===== src/rtl/accum_readout_if.sv =====
// accum_readout_if -- downstream byte stream of the accumulator readout.
//   byte_data  [7:0]  captured byte (master -> slave)
//   byte_valid        byte_data valid (master -> slave)
//   byte_last         final byte of the readout, qualified by byte_valid (master -> slave)
//   byte_ready        sink accepts on byte_valid && byte_ready at rising edge (slave -> master)
interface accum_readout_if;
  logic [7:0] byte_data;
  logic       byte_valid;
  logic       byte_last;
  logic       byte_ready;

  modport master (output byte_data, byte_valid, byte_last, input byte_ready);
  modport slave  (input byte_data, byte_valid, byte_last, output byte_ready);
endinterface


===== src/rtl/accum_readout.sv =====
// accum_readout -- steps the accumulator result mux through register_2 LSB,
// register_2 MSB, counter value (and counter carry when ACCUM_READOUT_CARRY_EN is
// defined), captures each byte and hands it out on a valid/ready byte stream.
// The accumulator is frozen (o_acc_hold) for the whole readout.
//
// Config macro: ACCUM_READOUT_CARRY_EN -- adds the 4th byte {7'b0,carry}.
// Parameter  : SETTLE_CYCLES (0..7) -- extra cycles mux_sel is held before capture.
//
// Ports
//   i_clk, i_rst_n   clock, async active-low reset
//   i_start          request a readout (IDLE only)
//   i_abort          cancel readout in progress
//   i_mux_data [7:0] combinational data from the accumulator mux
//   o_mux_sel  [2:0] mux select
//   o_acc_hold       accumulator must not update
//   o_busy           FSM not idle
//   o_done           one-cycle pulse after the last byte handshake
//   bs               byte stream (master)

`ifndef MUX_SEL_REGISTER_2_LSB
`define MUX_SEL_REGISTER_2_LSB 3'd0
`endif
`ifndef MUX_SEL_REGISTER_2_MSB
`define MUX_SEL_REGISTER_2_MSB 3'd1
`endif
`ifndef MUX_SEL_COUNTER_VALUE
`define MUX_SEL_COUNTER_VALUE  3'd2
`endif
`ifndef MUX_SEL_COUNTER_CARRY
`define MUX_SEL_COUNTER_CARRY  3'd3
`endif

module accum_readout #(
  parameter int unsigned SETTLE_CYCLES = 0
) (
  input  logic                  i_clk,
  input  logic                  i_rst_n,
  input  logic                  i_start,
  input  logic                  i_abort,
  input  logic [7:0]            i_mux_data,
  output logic [2:0]            o_mux_sel,
  output logic                  o_acc_hold,
  output logic                  o_busy,
  output logic                  o_done,
  accum_readout_if.master       bs
);

`ifdef ACCUM_READOUT_CARRY_EN
  localparam logic [1:0] LAST = 2'd3;
`else
  localparam logic [1:0] LAST = 2'd2;
`endif
  localparam logic [2:0] SETTLE = SETTLE_CYCLES[2:0];

  typedef enum logic [1:0] {S_IDLE, S_LOAD, S_SEND} state_t;

  state_t     r_state,  w_state_nxt;
  logic [1:0] r_idx,    w_idx_nxt;
  logic [2:0] r_cnt,    w_cnt_nxt;
  logic [2:0] r_mux_sel, w_sel_nxt;
  logic [7:0] r_byte_data, w_data_nxt;
  logic       r_byte_valid, w_valid_nxt;
  logic       r_byte_last,  w_last_nxt;
  logic       r_busy,   w_busy_nxt;
  logic       r_done,   w_done_nxt;
  logic [1:0] w_idx_inc;

  // Byte index -> mux select. Any index outside the readout maps to LSB so an
  // undefined encoding can never reach the mux.
  function automatic logic [2:0] sel_of(input logic [1:0] idx);
    logic [2:0] s;
    s = `MUX_SEL_REGISTER_2_LSB;
    case (idx)
      2'd1:    s = `MUX_SEL_REGISTER_2_MSB;
      2'd2:    s = `MUX_SEL_COUNTER_VALUE;
`ifdef ACCUM_READOUT_CARRY_EN
      2'd3:    s = `MUX_SEL_COUNTER_CARRY;
`endif
      default: s = `MUX_SEL_REGISTER_2_LSB;
    endcase
    return s;
  endfunction

  always_comb begin
    w_state_nxt = r_state;
    w_idx_nxt   = r_idx;
    w_cnt_nxt   = r_cnt;
    w_sel_nxt   = r_mux_sel;
    w_data_nxt  = r_byte_data;
    w_valid_nxt = r_byte_valid;
    w_last_nxt  = r_byte_last;
    w_busy_nxt  = r_busy;
    w_done_nxt  = 1'b0;
    w_idx_inc   = r_idx + 2'd1;

    if (i_abort && r_state != S_IDLE) begin
      // abort beats handshake and start; any pending byte is dropped, no done
      w_state_nxt = S_IDLE;
      w_idx_nxt   = 2'd0;
      w_cnt_nxt   = 3'd0;
      w_sel_nxt   = `MUX_SEL_REGISTER_2_LSB;
      w_valid_nxt = 1'b0;
      w_last_nxt  = 1'b0;
      w_busy_nxt  = 1'b0;
    end else begin
      case (r_state)
        S_IDLE: begin
          if (i_start && !i_abort) begin
            w_state_nxt = S_LOAD;
            w_idx_nxt   = 2'd0;
            w_cnt_nxt   = 3'd0;
            w_sel_nxt   = sel_of(2'd0);
            w_busy_nxt  = 1'b1;
          end
        end
        S_LOAD: begin
          if (r_cnt < SETTLE) begin
            w_cnt_nxt = r_cnt + 3'd1;
          end else begin
            w_data_nxt  = i_mux_data;
            w_valid_nxt = 1'b1;
            w_last_nxt  = (r_idx == LAST);
            w_state_nxt = S_SEND;
          end
        end
        S_SEND: begin
          if (bs.byte_ready) begin
            w_valid_nxt = 1'b0;
            if (r_byte_last) begin
              w_done_nxt  = 1'b1;
              w_busy_nxt  = 1'b0;
              w_last_nxt  = 1'b0;
              w_idx_nxt   = 2'd0;
              w_sel_nxt   = `MUX_SEL_REGISTER_2_LSB;
              w_state_nxt = S_IDLE;
            end else begin
              w_idx_nxt   = w_idx_inc;
              w_sel_nxt   = sel_of(w_idx_inc);
              w_cnt_nxt   = 3'd0;
              w_state_nxt = S_LOAD;
            end
          end
        end
        default: w_state_nxt = S_IDLE;
      endcase
    end
  end

  always_ff @(posedge i_clk or negedge i_rst_n) begin
    if (!i_rst_n) begin
      r_state      <= S_IDLE;
      r_idx        <= 2'd0;
      r_cnt        <= 3'd0;
      r_mux_sel    <= `MUX_SEL_REGISTER_2_LSB;
      r_byte_data  <= 8'd0;
      r_byte_valid <= 1'b0;
      r_byte_last  <= 1'b0;
      r_busy       <= 1'b0;
      r_done       <= 1'b0;
    end else begin
      r_state      <= w_state_nxt;
      r_idx        <= w_idx_nxt;
      r_cnt        <= w_cnt_nxt;
      r_mux_sel    <= w_sel_nxt;
      r_byte_data  <= w_data_nxt;
      r_byte_valid <= w_valid_nxt;
      r_byte_last  <= w_last_nxt;
      r_busy       <= w_busy_nxt;
      r_done       <= w_done_nxt;
    end
  end

  assign o_mux_sel     = r_mux_sel;
  assign o_acc_hold    = r_busy;
  assign o_busy        = r_busy;
  assign o_done        = r_done;
  assign bs.byte_data  = r_byte_data;
  assign bs.byte_valid = r_byte_valid;
  assign bs.byte_last  = r_byte_last;

endmodule


===== src/flat_wrapper.sv =====
// flat-port wrapper written by rule: the top's interface ports become plain ports
module accum_readout_flat 
#(
  parameter int unsigned SETTLE_CYCLES = 0
)
  (i_clk, i_rst_n, i_start, i_abort, i_mux_data, o_mux_sel, o_acc_hold, o_busy, o_done, bs_byte_data, bs_byte_valid, bs_byte_last, bs_byte_ready);
  accum_readout_if bs_i ();
  input  logic i_clk;
  input  logic i_rst_n;
  input  logic i_start;
  input  logic i_abort;
  input  logic [7:0] i_mux_data;
  output logic [2:0] o_mux_sel;
  output logic o_acc_hold;
  output logic o_busy;
  output logic o_done;
  output wire logic [$bits(bs_i.byte_data)-1:0] bs_byte_data;
  output wire logic [$bits(bs_i.byte_valid)-1:0] bs_byte_valid;
  output wire logic [$bits(bs_i.byte_last)-1:0] bs_byte_last;
  input wire logic [$bits(bs_i.byte_ready)-1:0] bs_byte_ready;
  assign bs_byte_data = bs_i.byte_data;
  assign bs_byte_valid = bs_i.byte_valid;
  assign bs_byte_last = bs_i.byte_last;
  assign bs_i.byte_ready = bs_byte_ready;
  accum_readout #(.SETTLE_CYCLES(SETTLE_CYCLES)) u_core (.i_clk(i_clk), .i_rst_n(i_rst_n), .i_start(i_start), .i_abort(i_abort), .i_mux_data(i_mux_data), .o_mux_sel(o_mux_sel), .o_acc_hold(o_acc_hold), .o_busy(o_busy), .o_done(o_done), .bs(bs_i));
endmodule

===== config.mk =====
export PLATFORM = sky130hd
export DESIGN_NAME = accum_readout_flat
export DESIGN_NICKNAME = d
export VERILOG_FILES = /design/src/rtl/accum_readout_if.sv /design/src/rtl/accum_readout.sv /design/src/flat_wrapper.sv
export SDC_FILE = /design/constraint.sdc
export NUM_CORES = 1
export LEC_CHECK = 0
export ABC_CLOCK_PERIOD_IN_PS = 1500
export CAP_MARGIN = 20
export CORE_UTILIZATION = 35
export DETAILED_ROUTE_END_ITERATION = 7
export GPL_TIMING_DRIVEN = 0
export SLEW_MARGIN = 10
export SYNTH_ARGS = -nofsm -noshare
export SYNTH_HDL_FRONTEND = slang
export SYNTH_SLANG_ARGS = --single-unit
export TNS_END_PERCENT = 20

===== constraint.sdc =====
create_clock -name i_clk -period 1.5 [get_ports i_clk]
set_input_delay 0.45 -clock i_clk [delete_from_list [all_inputs] [get_ports i_clk]]
set_output_delay 0.45 -clock i_clk [all_outputs]
set_load 0.1 [all_outputs]

---- Yosys cells after proc, flatten, opt, wreduce, memory -nomap -nowiden ----
Index checks and enable logic that the tools add are counted.
storage, ports and cells
  flip-flop bits (word level) ............. 22
  bits in latches ......................... 0
  memory bits (writable) .................. 0
  bits in read-only memories .............. 0
  logic and storage cells ................. 77
  memories kept ........................... 0
cells by class
  add/sub/neg operators ................... 2
  $mul .................................... 0
  divide/modulo/power cells ............... 0
  order comparisons ....................... 1
  equality and inequality tests ........... 11
  shift-type cells ........................ 0
  muxes and demuxes ....................... 38
  bitwise operators ....................... 2
  reductions and logical operators ........ 14
operator list
  cell                 number
  $mux 3               8
  $mux 2               8
  $mux 1               14
  $reduce_and 3->1     4
  $ne 3x1->1 const B   3
  $pmux 3 s3           1
  $pmux 2 s2           2
  $eq 2x2->1 const B   3
  $ne 3x2->1 const B   2
  $pmux 1 s2           3
  $pmux 2 s3           1
  $pmux 3 s2           1
  $reduce_bool 3->1    2
  $reduce_and 5->1     1
  $eq 2x1->1 const B   2
  $reduce_and 4->1     1
  $reduce_bool 4->1    1
  $add 3x1->3 const B  1
  $lt 3x1->1 const B   1
  $ne 3x3->1 const B   1
  $add 2x1->2 const B  1
  $logic_and 1x1->1    2
  $logic_not 2->1      1
  $not 1->1            2
  other kinds (2)      2

---- Logic depth before layout (Yosys ltp) ----
  depth in word-level cells ............... 7
  depth in mapped cells ................... 5

---- Worst setup path before layout ----
Ideal clock, no wire load.
  path type ............................... register to output
  start point ............................. register u_core.r_busy (netlist: u_core.o_acc_hold)
  end point ............................... output o_busy
  arrival ................................. 1355 ps
  required time ........................... 1050 ps
  slack ................................... -305 ps
  cell stages (with the launch flop) ...... 2
  buffers on the path ..................... 1
  cells stage by stage .................... dfrtp_1 > buf_4
RTL lines
  what                      RTL line              RTL
  start: declaration        accum_readout.sv:64   logic r_busy, w_busy_nxt;
  start signal: assignment  accum_readout.sv:168  r_busy <= w_busy_nxt;
  end: declaration          flat_wrapper.sv:15    output logic o_busy;
No word-level cell between the ends.

---- Final worst setup path ----
  start point ............................. register u_core.r_state[0]
  end point ............................... register u_core.r_mux_sel[1] (netlist: u_core.o_mux_sel[1])
between the ends
  cells in the longest elaborated chain, start to end .. 4
RTL lines
  what                                                 RTL line              RTL
  start: declaration                                   accum_readout.sv:57   state_t r_state, w_state_nxt;
  start signal: assignment                             accum_readout.sv:161  r_state <= w_state_nxt;
  $reduce_bool 2->1                                    accum_readout.sv:96   if (i_abort && r_state != S_IDLE) begin
  $logic_and 1x1->1                                    accum_readout.sv:96
  $ne 3x1->1 (no source line) (tied with other cells)  -
  $reduce_and 3->1 (no source line)                    -
  end signal: assignment                               accum_readout.sv:154  r_mux_sel <= `MUX_SEL_REGISTER_2_LSB;
  end signal: assignment                               accum_readout.sv:164  r_mux_sel <= w_sel_nxt;
  end: declaration                                     accum_readout.sv:60   logic [2:0] r_mux_sel, w_sel_nxt;
Parallel ways exist; a longest one is shown, timed or not.
A chain may end at the register's enable or synchronous reset.

==> run summary <==
The count of unresolved DRC violations after routing is 0. The final-report hold violation count is 0, and the post-detailed-routing wire length is 1766 um. Static timing analysis puts the maximum clock frequency at 0.6363 GHz.

The synthesized design contains 0 enable-type register cells. The dominant synthesized flop cell was dfrtp_1. In this run the critical register-to-register path is launched from u_core.r_state[0]. Setup violations remaining at the end of the flow were counted as 5. STA puts the critical path data arrival time at 1.75 ns. The number of distinct standard cells referenced by the synthesized netlist was 24; the number of port buffers was 27.

After detailed routing, the number of vias per cell comes to 4.783. Of the cells placed in the final design, the portion with a size suffix greater than 1 is 41.67%. Traced cell by cell, the critical path runs through inv_2 > ha_4 > mux2i_2 > a22oi_4 > mux2_4. The portion of the post-synthesis area used by sequential elements was 46.39%. The relative slew slack is 46.99%. The family of cells with the greatest summed delay on the critical path was multiplexers.

Hold-fix buffer count after cts: 0. The tools report the number of global-route vias before repair as 621. The critical path launch point was u_core.r_state[0].

The post-synthesis cell count was 75; the post-synth net total was 95. Compared with the post-synthesis result, the final layout area differs by 39.18%. The slowest stage of the critical path belongs to the cell dfrtp_1.

The endpoint type of the worst setup path is a register. The tree built by TritonCTS fans out to 18 sinks. Clock skew on the completed layout was measured at 0.01396 ns.

The total buffers and inverters traversed by the critical path is 1. Counting flops with an async set or reset pin after synthesis yields a share of 100.0%. From left edge to right edge, the die measures 54.67 um.

Setup repair after global routing could not meet its margin everywhere. The checks that failed: negative setup slack. The count of routing violations after the opening detailed-route iteration is 5. The count of yosys warnings during synthesis was 0; the minimum hold slack was 0.5204 ns. In this run the standard cell core region covers 2545 um^2. The first detailed-routing pass took 4 iterations. The standard-cell row count is 18, and the number of nets in the layout is 129.

Of all nets on the critical path, the largest fanout is 7. The wire length of the first global-routing pass is 2766 um. The clock latency reported for the late side of the worst-skew pair is 0.30 ns, and the number of placed I/O pins is 29.

The clock transition at the registers of the reported paths came out at 0.11 ns. By startpoint and endpoint, the worst setup path is classified as reg2reg. The tools report the final critical-path setup slack as -0.07160 ns. The worst setup path is launched from a register.

The final-report max-slew violation count is 0. Clock tree synthesis selected as its root buffer the cell clkbuf_4. The detailed-placement wirelength estimate was 1288 um; the floorplan die area was 2989 um^2. The height of the die works out to 54.67 um. Path type of the worst min-delay path: reg2reg. At the end of routability-driven placement, the weighted congestion stood at 0.7924. The total routing usage reported by global routing came out at 13.50%.

The repair_antennas step left the layout with diodes totalling 0. The worst min-delay path startpoint is u_core.bs.byte_data[2]. The run gives 660 as the total vias in the final route. The routed length per placed instance is 12.80 um, and the initial antenna violation count is 0. The final period demand of the worst path is 1.572 ns. The longest clock path from root to sink contains 2 buffers. The critical path data required time came out at 1.68 ns.

The synthesized design contains 18 register bits. At the pin with the least slew margin, the transition time is 0.7926 ns. Once detail routing completed, the nets flagged for antenna violations numbered 0.

The run finished, with violations left. In the finished design, the share of the clock period the worst path needs comes to 104.8%. TritonCTS built the clock tree.

In this run the mean area of a mapped cell was 12.95 um^2. Summed over all layers, the global routing overflow is 0. The tool flagged a number of max-cap violations equal to 0.

The logs give 1 for the number of H-tree branching levels and 38.15% for the effective utilization at floorplan. For this run, the slowest stage of the critical path takes 0.44 ns. The maximum number of pins on one net before global-route repair was 19; the total CTS buffers was 3.

Leaving out fill and tap cells, the most frequent cells in the layout are buf_4, dfrtp_1, clkdlybuf4s50_1, mux2_4. The cell area after technology mapping is 970.9 um^2.
[worst paths after layout]
check,end,slack (ns),cells after the start
hold reg to reg,u_core.bs.byte_data[2],0.52,1
min in group asynchronous,u_core.bs.byte_valid,0.60,1
max in group asynchronous,u_core.o_acc_hold,0.35,1
hold / removal,u_core.bs.byte_data[2],0.52,1
setup reg to reg,u_core.o_mux_sel[1],-0.07,5
setup / recovery,u_core.o_mux_sel[1],-0.07,5
[area by class of cell]
class / count / area, um^2
buffer: 2 / 18.77
inverter: 7 / 26.28
clock buffer: 4 / 36.28
timing repair buffer: 29 / 264.0
sequential: 18 / 452.9
multi-input combinational: 48 / 515.5
tap: 30 / 37.54
fill: 237 / 1194
[layer usage]
metal | share of wire, % | vias to the layer above | GRT usage (%)
li1 | - | 320 | -
met1 | 48 | 328 | 18.26
met2 | 48 | 12 | 19.28
met3 | 4.3 | 0 | 5.000
met4 | 0 | 0 | 5.128
met5 | 0 | - | 0
[flip-flops by register name (all words and copies together) (netlist names)]
name                  flops
u_core.r_idx              2
u_core.o_mux_sel          2
u_core.r_state            2
u_core.o_acc_hold         1
u_core.bs.byte_valid      1
u_core.bs.byte_data       8
u_core.o_done             1
u_core.bs.byte_last       1
[synth_stat cells (2+ instances only)]
cell,instances,area share [%]
a21oi_1,2,1.0
and3_1,2,1.3
buf_4,2,1.5
dfrtp_1,18,46
ha_1,7,9.0
inv_1,7,2.7
mux2_4,10,15
mux2i_1,5,5.2
nand2_1,2,0.77
nand3_1,2,1.0
nor2_1,2,0.77
nor2b_1,3,1.9
o21ai_0,2,1.0
[per-stage QoR]
step | cells | area (um^2) | setup slack [ns] | util (%) | setup TNS [ns]
after floorplan | 75 | 978.4 | -0.005469 | - | -0.005469
after global placement | 132 | 1286 | -0.5253 | 50.54 | -11.13
after detailed placement | 132 | 1286 | -0.5268 | 50.54 | -11.95
after CTS | 137 | 1328 | -0.07845 | 52.16 | -0.4488
after global routing | 138 | 1351 | -0.1370 | 53.10 | -0.8500
final | 138 | 1351 | -0.07160 | 53.10 | -0.2143
[worst register-to-register path, delay by kind of cell, from the launching register on]
family          cells  cell delay [ns]
fa+ha+maj           1             0.18
compound gates      1             0.11
buf+inv             1             0.13
mux                 2             0.59
flops               1             0.44
[repair_timing]
action	in CTS	in global routing
pin swaps	1	3
setup endpoints to repair	30	16
buffers inserted	1	1
resized for setup	96	5
[logic make-up (layout without fill, tap and decap cells)]
kind of cell / after synthesis / count (layout) / synth area share [%]
mux: 15 / 15 / 20.62
flops: 18 / 18 / 46.39
buf+inv: 9 / 42 / 4.253
simple gates: 17 / 17 / 12.89
fa+ha+maj: 7 / 7 / 9.020
other cells: 1 / 1 / 0.3862
compound gates: 8 / 8 / 6.444
Power is not shown: default switching activity piles up to over one toggle a cycle in this logic, so the estimate is an artifact.
